===== src/rtl/collision_scorer_if.sv =====
// Sprite/player inputs and score/lives outputs of the collision scorer.
// The game side drives through master; the scorer consumes through slave.
interface collision_scorer_if #(
    parameter int VWIDTH  = 12,
    parameter int NCOIN   = 3,
    parameter int NOBS    = 4,
    parameter int SCORE_W = 16
);
    logic                      frame_tick;
    logic                      play;
    logic                      clear;
    logic [1:0]                player_lane;
    logic [NCOIN*VWIDTH-1:0]   coin_voffset;
    logic [NCOIN-1:0]          coin_active;
    logic [NOBS*VWIDTH-1:0]    obs_voffset;
    logic [NOBS*2-1:0]         obs_lane;
    logic [NOBS-1:0]           obs_active;
    logic [SCORE_W-1:0]        score;
    logic [1:0]                lives;
    logic                      game_over;
    logic                      coin_pulse;
    logic                      hit_pulse;
    logic                      busy;

    modport master (
        output frame_tick, play, clear, player_lane,
               coin_voffset, coin_active, obs_voffset, obs_lane, obs_active,
        input  score, lives, game_over, coin_pulse, hit_pulse, busy
    );

    modport slave (
        input  frame_tick, play, clear, player_lane,
               coin_voffset, coin_active, obs_voffset, obs_lane, obs_active,
        output score, lives, game_over, coin_pulse, hit_pulse, busy
    );
endinterface


===== src/rtl/collision_scorer.sv =====
// Per-frame collision/score stage: scans coins then obstacles one per clock, commits in UPDATE.
// Define SCORE_COMBO_EN to build the 1..4 coin combo multiplier; otherwise each coin scores 1.
module collision_scorer #(
    parameter int VWIDTH  = 12,
    parameter int NCOIN   = 3,
    parameter int NOBS    = 4,
    parameter int HIT_LO  = 180,
    parameter int HIT_HI  = 260,
    parameter int SCORE_W = 16,
    parameter int LIVES   = 3
) (
    input  logic              clk,
    input  logic              rst,
    collision_scorer_if.slave bus
);
    localparam int NITEMS = NCOIN + NOBS;
    localparam int IDX_W  = $clog2(NITEMS);
    localparam int NSLOT  = 2 ** IDX_W;

    localparam logic [1:0] ST_IDLE   = 2'd0;
    localparam logic [1:0] ST_SCAN   = 2'd1;
    localparam logic [1:0] ST_UPDATE = 2'd2;
    localparam logic [1:0] ST_OVER   = 2'd3;

    localparam logic [IDX_W-1:0]          LAST_IDX   = IDX_W'(NITEMS - 1);
    localparam logic [IDX_W-1:0]          FIRST_OBS  = IDX_W'(NCOIN);
    localparam logic signed [VWIDTH-1:0]  WIN_LO     = VWIDTH'(HIT_LO);
    localparam logic signed [VWIDTH-1:0]  WIN_HI     = VWIDTH'(HIT_HI);
    localparam logic [1:0]                LIVES_INIT = 2'(LIVES);
    localparam logic [SCORE_W-1:0]        SCORE_MAX  = '1;

    logic [1:0]         state_q, state_d;
    logic [IDX_W-1:0]   idx_q, idx_d;
    logic [SCORE_W-1:0] score_q, score_d, acc_score_q, acc_score_d;
    logic [1:0]         lives_q, lives_d, acc_lives_q, acc_lives_d;
    logic [NSLOT-1:0]   latched_q, latched_d;
    logic               game_over_q, game_over_d;
    logic               coin_pulse_q, coin_pulse_d;
    logic               hit_pulse_q, hit_pulse_d;
`ifdef SCORE_COMBO_EN
    logic [2:0]         mult_q, mult_d;
`endif

    // Coins and obstacles flattened into one item list, coins first.
    logic signed [VWIDTH-1:0] item_voff   [NSLOT];
    logic [1:0]               item_lane   [NSLOT];
    logic [NSLOT-1:0]         item_active;

    always_comb begin
        for (int i = 0; i < NSLOT; i++) begin
            item_voff[i]   = '0;
            item_lane[i]   = 2'd0;
            item_active[i] = 1'b0;
        end
        for (int i = 0; i < NCOIN; i++) begin
            item_voff[i]   = bus.coin_voffset[i*VWIDTH +: VWIDTH];
            item_lane[i]   = 2'(i);
            item_active[i] = bus.coin_active[i];
        end
        for (int j = 0; j < NOBS; j++) begin
            item_voff[NCOIN+j]   = bus.obs_voffset[j*VWIDTH +: VWIDTH];
            item_lane[NCOIN+j]   = bus.obs_lane[j*2 +: 2];
            item_active[NCOIN+j] = bus.obs_active[j];
        end
    end

    logic [1:0]               player_lane_eff;
    logic signed [VWIDTH-1:0] cur_voff;
    logic                     cur_active, cur_is_coin, cur_lane_ok, cur_below, cur_in_win;
    logic [SCORE_W-1:0]       coin_inc;
    logic [SCORE_W:0]         score_sum;

    assign player_lane_eff = (bus.player_lane == 2'd3) ? 2'd1 : bus.player_lane;
    assign cur_voff        = item_voff[idx_q];
    assign cur_active      = item_active[idx_q];
    assign cur_is_coin     = idx_q < FIRST_OBS;
    assign cur_lane_ok     = item_lane[idx_q] == player_lane_eff;
    assign cur_below       = cur_voff < WIN_LO;
    assign cur_in_win      = !cur_below && (cur_voff <= WIN_HI);
`ifdef SCORE_COMBO_EN
    assign coin_inc        = SCORE_W'(mult_q);
`else
    assign coin_inc        = SCORE_W'(1);
`endif
    assign score_sum       = {1'b0, acc_score_q} + {1'b0, coin_inc};

    // NOTE: every signal assigned here gets a default first, so no latch is inferred.
    always_comb begin
        state_d      = state_q;
        idx_d        = idx_q;
        score_d      = score_q;
        lives_d      = lives_q;
        acc_score_d  = acc_score_q;
        acc_lives_d  = acc_lives_q;
        latched_d    = latched_q;
        game_over_d  = game_over_q;
        coin_pulse_d = 1'b0;
        hit_pulse_d  = 1'b0;
`ifdef SCORE_COMBO_EN
        mult_d       = mult_q;
`endif
        case (state_q)
            ST_IDLE: begin
                if (bus.frame_tick && bus.play) begin
                    state_d     = ST_SCAN;
                    idx_d       = '0;
                    acc_score_d = score_q;
                    acc_lives_d = lives_q;
                end
            end
            ST_SCAN: begin
                // A slot that left the screen or respawned above the window may score again.
                if (!cur_active || cur_below) begin
                    latched_d[idx_q] = 1'b0;
                end else if (cur_in_win && cur_lane_ok && !latched_q[idx_q]) begin
                    latched_d[idx_q] = 1'b1;
                    if (cur_is_coin) begin
                        coin_pulse_d = 1'b1;
                        acc_score_d  = score_sum[SCORE_W] ? SCORE_MAX : score_sum[SCORE_W-1:0];
`ifdef SCORE_COMBO_EN
                        mult_d       = (mult_q == 3'd4) ? 3'd4 : mult_q + 3'd1;
`endif
                    end else begin
                        hit_pulse_d  = 1'b1;
                        acc_lives_d  = (acc_lives_q == 2'd0) ? 2'd0 : acc_lives_q - 2'd1;
`ifdef SCORE_COMBO_EN
                        mult_d       = 3'd1;
`endif
                    end
                end
`ifdef SCORE_COMBO_EN
                if (cur_is_coin && cur_active && cur_lane_ok && !cur_below && !cur_in_win
                    && !latched_q[idx_q]) begin
                    mult_d = 3'd1;
                end
`endif
                if (idx_q == LAST_IDX) state_d = ST_UPDATE;
                else                   idx_d   = idx_q + 1'b1;
            end
            ST_UPDATE: begin
                score_d = acc_score_q;
                lives_d = acc_lives_q;
                if (acc_lives_q == 2'd0) begin
                    state_d     = ST_OVER;
                    game_over_d = 1'b1;
                end else begin
                    state_d     = ST_IDLE;
                end
            end
            default: ;
        endcase

        if (bus.clear) begin
            state_d      = ST_IDLE;
            idx_d        = '0;
            score_d      = '0;
            lives_d      = LIVES_INIT;
            acc_score_d  = '0;
            acc_lives_d  = LIVES_INIT;
            latched_d    = '0;
            game_over_d  = 1'b0;
            coin_pulse_d = 1'b0;
            hit_pulse_d  = 1'b0;
`ifdef SCORE_COMBO_EN
            mult_d       = 3'd1;
`endif
        end
    end

    // NOTE: state is updated with non-blocking assignments so every flop samples pre-edge values.
    always_ff @(posedge clk) begin
        if (rst) begin
            state_q      <= ST_IDLE;
            idx_q        <= '0;
            score_q      <= '0;
            lives_q      <= LIVES_INIT;
            acc_score_q  <= '0;
            acc_lives_q  <= LIVES_INIT;
            latched_q    <= '0;
            game_over_q  <= 1'b0;
            coin_pulse_q <= 1'b0;
            hit_pulse_q  <= 1'b0;
`ifdef SCORE_COMBO_EN
            mult_q       <= 3'd1;
`endif
        end else begin
            state_q      <= state_d;
            idx_q        <= idx_d;
            score_q      <= score_d;
            lives_q      <= lives_d;
            acc_score_q  <= acc_score_d;
            acc_lives_q  <= acc_lives_d;
            latched_q    <= latched_d;
            game_over_q  <= game_over_d;
            coin_pulse_q <= coin_pulse_d;
            hit_pulse_q  <= hit_pulse_d;
`ifdef SCORE_COMBO_EN
            mult_q       <= mult_d;
`endif
        end
    end

    assign bus.score      = score_q;
    assign bus.lives      = lives_q;
    assign bus.game_over  = game_over_q;
    assign bus.coin_pulse = coin_pulse_q;
    assign bus.hit_pulse  = hit_pulse_q;
    assign bus.busy       = (state_q == ST_SCAN) || (state_q == ST_UPDATE);
endmodule


===== src/flat_wrapper.sv =====
// flat-port wrapper written by rule: the top's interface ports become plain ports
module collision_scorer_flat 
#(
    parameter int VWIDTH  = 12,
    parameter int NCOIN   = 3,
    parameter int NOBS    = 4,
    parameter int HIT_LO  = 180,
    parameter int HIT_HI  = 260,
    parameter int SCORE_W = 16,
    parameter int LIVES   = 3
)
  (clk, rst, bus_frame_tick, bus_play, bus_clear, bus_player_lane, bus_coin_voffset, bus_coin_active, bus_obs_voffset, bus_obs_lane, bus_obs_active, bus_score, bus_lives, bus_game_over, bus_coin_pulse, bus_hit_pulse, bus_busy);
  collision_scorer_if #(.VWIDTH(VWIDTH), .NCOIN(NCOIN), .NOBS(NOBS), .SCORE_W(SCORE_W)) bus_i ();
  input  logic clk;
  input  logic rst;
  input wire logic [$bits(bus_i.frame_tick)-1:0] bus_frame_tick;
  input wire logic [$bits(bus_i.play)-1:0] bus_play;
  input wire logic [$bits(bus_i.clear)-1:0] bus_clear;
  input wire logic [$bits(bus_i.player_lane)-1:0] bus_player_lane;
  input wire logic [$bits(bus_i.coin_voffset)-1:0] bus_coin_voffset;
  input wire logic [$bits(bus_i.coin_active)-1:0] bus_coin_active;
  input wire logic [$bits(bus_i.obs_voffset)-1:0] bus_obs_voffset;
  input wire logic [$bits(bus_i.obs_lane)-1:0] bus_obs_lane;
  input wire logic [$bits(bus_i.obs_active)-1:0] bus_obs_active;
  output wire logic [$bits(bus_i.score)-1:0] bus_score;
  output wire logic [$bits(bus_i.lives)-1:0] bus_lives;
  output wire logic [$bits(bus_i.game_over)-1:0] bus_game_over;
  output wire logic [$bits(bus_i.coin_pulse)-1:0] bus_coin_pulse;
  output wire logic [$bits(bus_i.hit_pulse)-1:0] bus_hit_pulse;
  output wire logic [$bits(bus_i.busy)-1:0] bus_busy;
  assign bus_i.frame_tick = bus_frame_tick;
  assign bus_i.play = bus_play;
  assign bus_i.clear = bus_clear;
  assign bus_i.player_lane = bus_player_lane;
  assign bus_i.coin_voffset = bus_coin_voffset;
  assign bus_i.coin_active = bus_coin_active;
  assign bus_i.obs_voffset = bus_obs_voffset;
  assign bus_i.obs_lane = bus_obs_lane;
  assign bus_i.obs_active = bus_obs_active;
  assign bus_score = bus_i.score;
  assign bus_lives = bus_i.lives;
  assign bus_game_over = bus_i.game_over;
  assign bus_coin_pulse = bus_i.coin_pulse;
  assign bus_hit_pulse = bus_i.hit_pulse;
  assign bus_busy = bus_i.busy;
  collision_scorer #(.VWIDTH(VWIDTH), .NCOIN(NCOIN), .NOBS(NOBS), .HIT_LO(HIT_LO), .HIT_HI(HIT_HI), .SCORE_W(SCORE_W), .LIVES(LIVES)) u_core (.clk(clk), .rst(rst), .bus(bus_i));
endmodule

===== config.mk =====
export PLATFORM = sky130hd
export DESIGN_NAME = collision_scorer_flat
export DESIGN_NICKNAME = d
export VERILOG_FILES = /design/src/rtl/collision_scorer_if.sv /design/src/rtl/collision_scorer.sv /design/src/flat_wrapper.sv
export SDC_FILE = /design/constraint.sdc
export NUM_CORES = 1
export LEC_CHECK = 0
export BUFFER_PORTS_ARGS = -buffer_cell sky130_fd_sc_hd__buf_2
export CAP_MARGIN = 0
export CORE_MARGIN = 2
export CORE_UTILIZATION = 40
export CTS_CLUSTER_DIAMETER = 60
export CTS_CLUSTER_SIZE = 24
export DETAILED_ROUTE_END_ITERATION = 12
export PLACE_DENSITY = 0.66
export SLEW_MARGIN = 10
export SYNTH_ARGS = -nofsm -noshare
export SYNTH_HDL_FRONTEND = slang
export SYNTH_SLANG_ARGS = --single-unit

===== constraint.sdc =====
create_clock -name clk -period 3.6 [get_ports clk]
set_clock_uncertainty 0.05 [all_clocks]
set_input_delay 0.54 -clock clk [delete_from_list [all_inputs] [get_ports clk]]
set_output_delay 0.54 -clock clk [all_outputs]
set_load 0.02 [all_outputs]

# Word level (Yosys, flattened, before mapping)
# Cells that the tools add are included.
# classes
add_sub_neg,3
n_mul,0
div,0
n_lt_le_gt_ge,6
n_eq_ne,12
n_shift,0
muxes,36
n_bitwise,6
reduce_logical,23
# ops
operator,n
$mux 16,5
$bmux 12 s3,1
$pmux 16 s2,1
$mux 12,2
$mux 2,11
$add 16x1->17 const B,1
$mux 8,2
$le 12x10->1 const B,1
$lt 12x9->1 const B,1
$reduce_and 5->1,2
$and 8x8->8,1
$ne 2x1->1 const B,4
$not 8->8,1
$or 8x8->8,1
$bmux 1 s3,2
$bmux 2 s3,1
$mux 3,2
$ne 2x2->1 const B,3
$pmux 2 s3,1
$pmux 3 s2,1
$reduce_and 3->1,2
$logic_and 1x1->1,5
$mux 1,5
$reduce_or 5->1,1
21 further kinds,29
# totals
reg_bits,52
latchBits,0
mem_bits_rw,0
mem_bits_ro,0
input_bits,106
out_inout_bits,22
wordCells,96
n_memories,0

# Logic depth before layout (Yosys ltp)
# logic_depth
word_depth,12
ltp_mapped,12
mapped_depth_nobuf,9

# Worst setup path after synthesis
# No wires, ideal clock.
# synth_path
path_kind,reg2reg
startpoint,register u_core.idx_q[0]
endpoint,register with a tool-made name
setup_time_ns,0.080
arrival_ns,2.421
required_ns,3.470
setup_slack_ns,1.050
path_stages_with_launch,11
path_buffers,3
period_less_slack_ns,2.550
path_cell_list,dfxtp_1 -> buf_6 -> buf_4 -> mux2_2 -> a221oi_1 -> a21boi_0 -> and3_1 -> nand4_2 -> or4_1 -> buf_2 -> o221ai_2
# synth_lines
element,line,text
start: declaration,collision_scorer.sv:33,"logic [IDX_W-1:0] idx_q, idx_d;"
start signal: assignment,collision_scorer.sv:188,idx_q <= idx_d;

==> results.toml <==
[power]
powerDensity_nw_per_um2 = 250
leakagePower_nw = 1.77
fin_total_pwr_mw = 1.15
vdd_ir_drop_max_uv = 128

[worst_setup_path]
crit_path_start_kind = "flip-flop"
ff2ff_path_depth = 8
rr_startpoint = "u_core.idx_q[2]"
required_ns = 3.81
path_class = "flip-flop to flip-flop"
path_max_fanout = 29
arrival_ns = 3.37
cp-end-kind = "flip-flop"
ff2ff_setup_slack_ns = 0.44

[timing]
rsz0062_at_grt = "false"
hold_viol = 0
fmax_mhz = 316
final-setup-viol-count = 0
worst_pin_slew_ns = 0.729
slew_headroom_pct = 51.4
report.final.slew_viol_count = 0
setup_tns_ns = 0
min_period_ns = 3.16
min_period_over_period_pct = 87.9

[detailed_routing]
viasPerCell = 5.66
wire_per_inst_um = 15.9
drt-initial-drc-count = 193
first_pass_iters = 5
vias = 3971
detail-route-antenna-nets = 0
drc = 0
routed_wl_um = 11200

[cts]
cts_buffer_depth = 2
cts_buffers = 5
root_buffer = "clkbuf_8"
cts_resized = 0
hold_buffers = 0
htree_levels = 2
clk_latency_ns = 0.32
cts.sinks = 52
path_clk_slew_ns = 0.10
tritoncts = "built"
postCtsSetupBuffers = 0

[synth]
syn_area_per_cell_um2 = 8.26
ys_ff_latch = 52
synthArstFlopShare_pct = 0
synth_compound_area_share_pct = 23.1
synthDistinctLibCells = 67
synth_xor_area_share_pct = 1.38
synth_top_family_by_area = "simple AND/OR/NAND/NOR gates"
yosys.area_share.simple_pct = 23.9
syn-num-nets = 573
yosysTopAreaCellShare_pct = 27.3
synth_area_leaders = "dfxtp_1, mux2i_1, nor2_1"
synth-main-ff-cell = "dfxtp_1"
yosysSeqAreaShare_pct = 27.3
postSynthCellCount = 461
synth_top_area_cell = "dfxtp_1"
synth_warnings = 0
synth-adder-area-share_pct = 1.97
synth-edff-count = 0
yosys-mux-area-fraction_pct = 16.4
netlist_area_um2 = 3810

[die]
ios = 128
rows = 35
die_h_um = 102
start_util_pct = 41.2
coreArea_um2 = 9240
die_w_um = 102
dieArea_um2 = 10300

[global_routing]
grt_pass1_wl_um = 17900
grt_pass1_vias = 3857
grt_use_total_pct = 21.6
gr-total-overflow = 0
antenna_found_initial = 0
grt_max_degree = 38

[flow_run]
maxCapViolations = 0

[cells_and_area]
syn2layout_area_growth_pct = 20.6
fin_nets = 683
antenna_cells = 0
layout-drive-gt1-share_pct = 29.7

[worst_hold_path]
min_path_cells = 2
min_path_type = "flip-flop to flip-flop"

[placement]
place_congestion = 0.888
portBuffers = 127
dpl.hpwl_um = 8340

[run_status]
status = "complete, no violations"
-- cell usage in the layout (no fill, tap or decap), types with 10 or more instances in the layout --
cell      instances
buf_2           127
nor2_1           45
mux2i_1          50
dfxtp_1          50
nor3_1           20
o211ai_1         20
a21oi_1          10
nand2_1          40
nand3_1          17
inv_1            12
o21ai_0          11
-- per-layer routing --
layer  vias up  GRT usage [%]  wire, µm
met5         -              0         0
met3        18           4.00       647
met2       126           39.5      5610
li1       1955              -         -
met4         0           7.90       199
met1      1872           24.9      4720
-- stage by stage --
stage	setup slack, ns	instance area [µm²]	hold WS (ns)	cells	utilization (%)
2_1_floorplan	1.05	3810	0.363	461	-
3_3_place_gp	0.502	4500	0.372	693	48.7
3_5_place_dp	0.437	4500	0.378	693	48.7
4_1_cts	0.418	4590	0.394	701	49.7
5_1_grt	0.138	4590	0.406	701	49.7
6_report	0.436	4590	0.392	701	49.7
-- layout make-up --
type	count	area, µm²
clock buffers	5	68.8
repair buffers	136	703
flip-flops and latches	52	1040
inverters	13	48.8
clock inverters	3	22.5
multi-input cells	363	2540
well taps	129	161
fillers	921	4650
-- cells in the mapped netlist (7+ instances only) --
master / count
mux2i_1: 50
a21oi_1: 10
nand3_1: 17
o21ai_0: 11
inv_1: 12
nand3b_1: 8
o211ai_1: 20
buf_2: 7
nor3_1: 20
o221ai_1: 8
nand2_1: 40
dfxtp_1: 52
nor2_1: 46
a31oi_1: 8
a211oi_1: 9
nand2b_1: 7
clkbuf_1: 14
-- worst max-delay path, cell delays in order, from the launching register on --
cell      delay (ns)
dfxtp_2         0.56
buf_4           0.39
nor2_1          0.22
a22oi_1         0.27
a22oi_1         0.13
o31a_1          0.29
o22a_1          0.30
or4_1           0.67
o221ai_2        0.21
-- worst max-delay path by stage --
stage | startpoint | endpoint | slack, ns | cells past startpoint
global placement | u_core.idx_q[2] | flip-flop | 0.50 | 8
finish | u_core.idx_q[2] | flip-flop | 0.44 | 8
detailed placement | u_core.idx_q[2] | flip-flop | 0.44 | 8
global route | u_core.idx_q[0] | u_core.acc_score_q[6] | 0.14 | 7
CTS | u_core.idx_q[2] | flip-flop | 0.42 | 8
floorplan | u_core.idx_q[0] | flip-flop | 1.05 | 10
-- report_power, final --
group          leakage [nW]  internal (mW)  switching, mW
Sequential            0.420          0.578        0.00886
Combinational          1.30         0.0985          0.111
Clock                0.0485          0.140          0.212
Total                  1.77          0.816          0.332
-- cell families after synthesis --
kind of cell | after synthesis
compound gates | 114
xor+xnor | 6
buf+inv | 46
flops | 52
mux | 58
fa+ha+maj | 6
simple gates | 179
(Power assumes the default switching activity.)
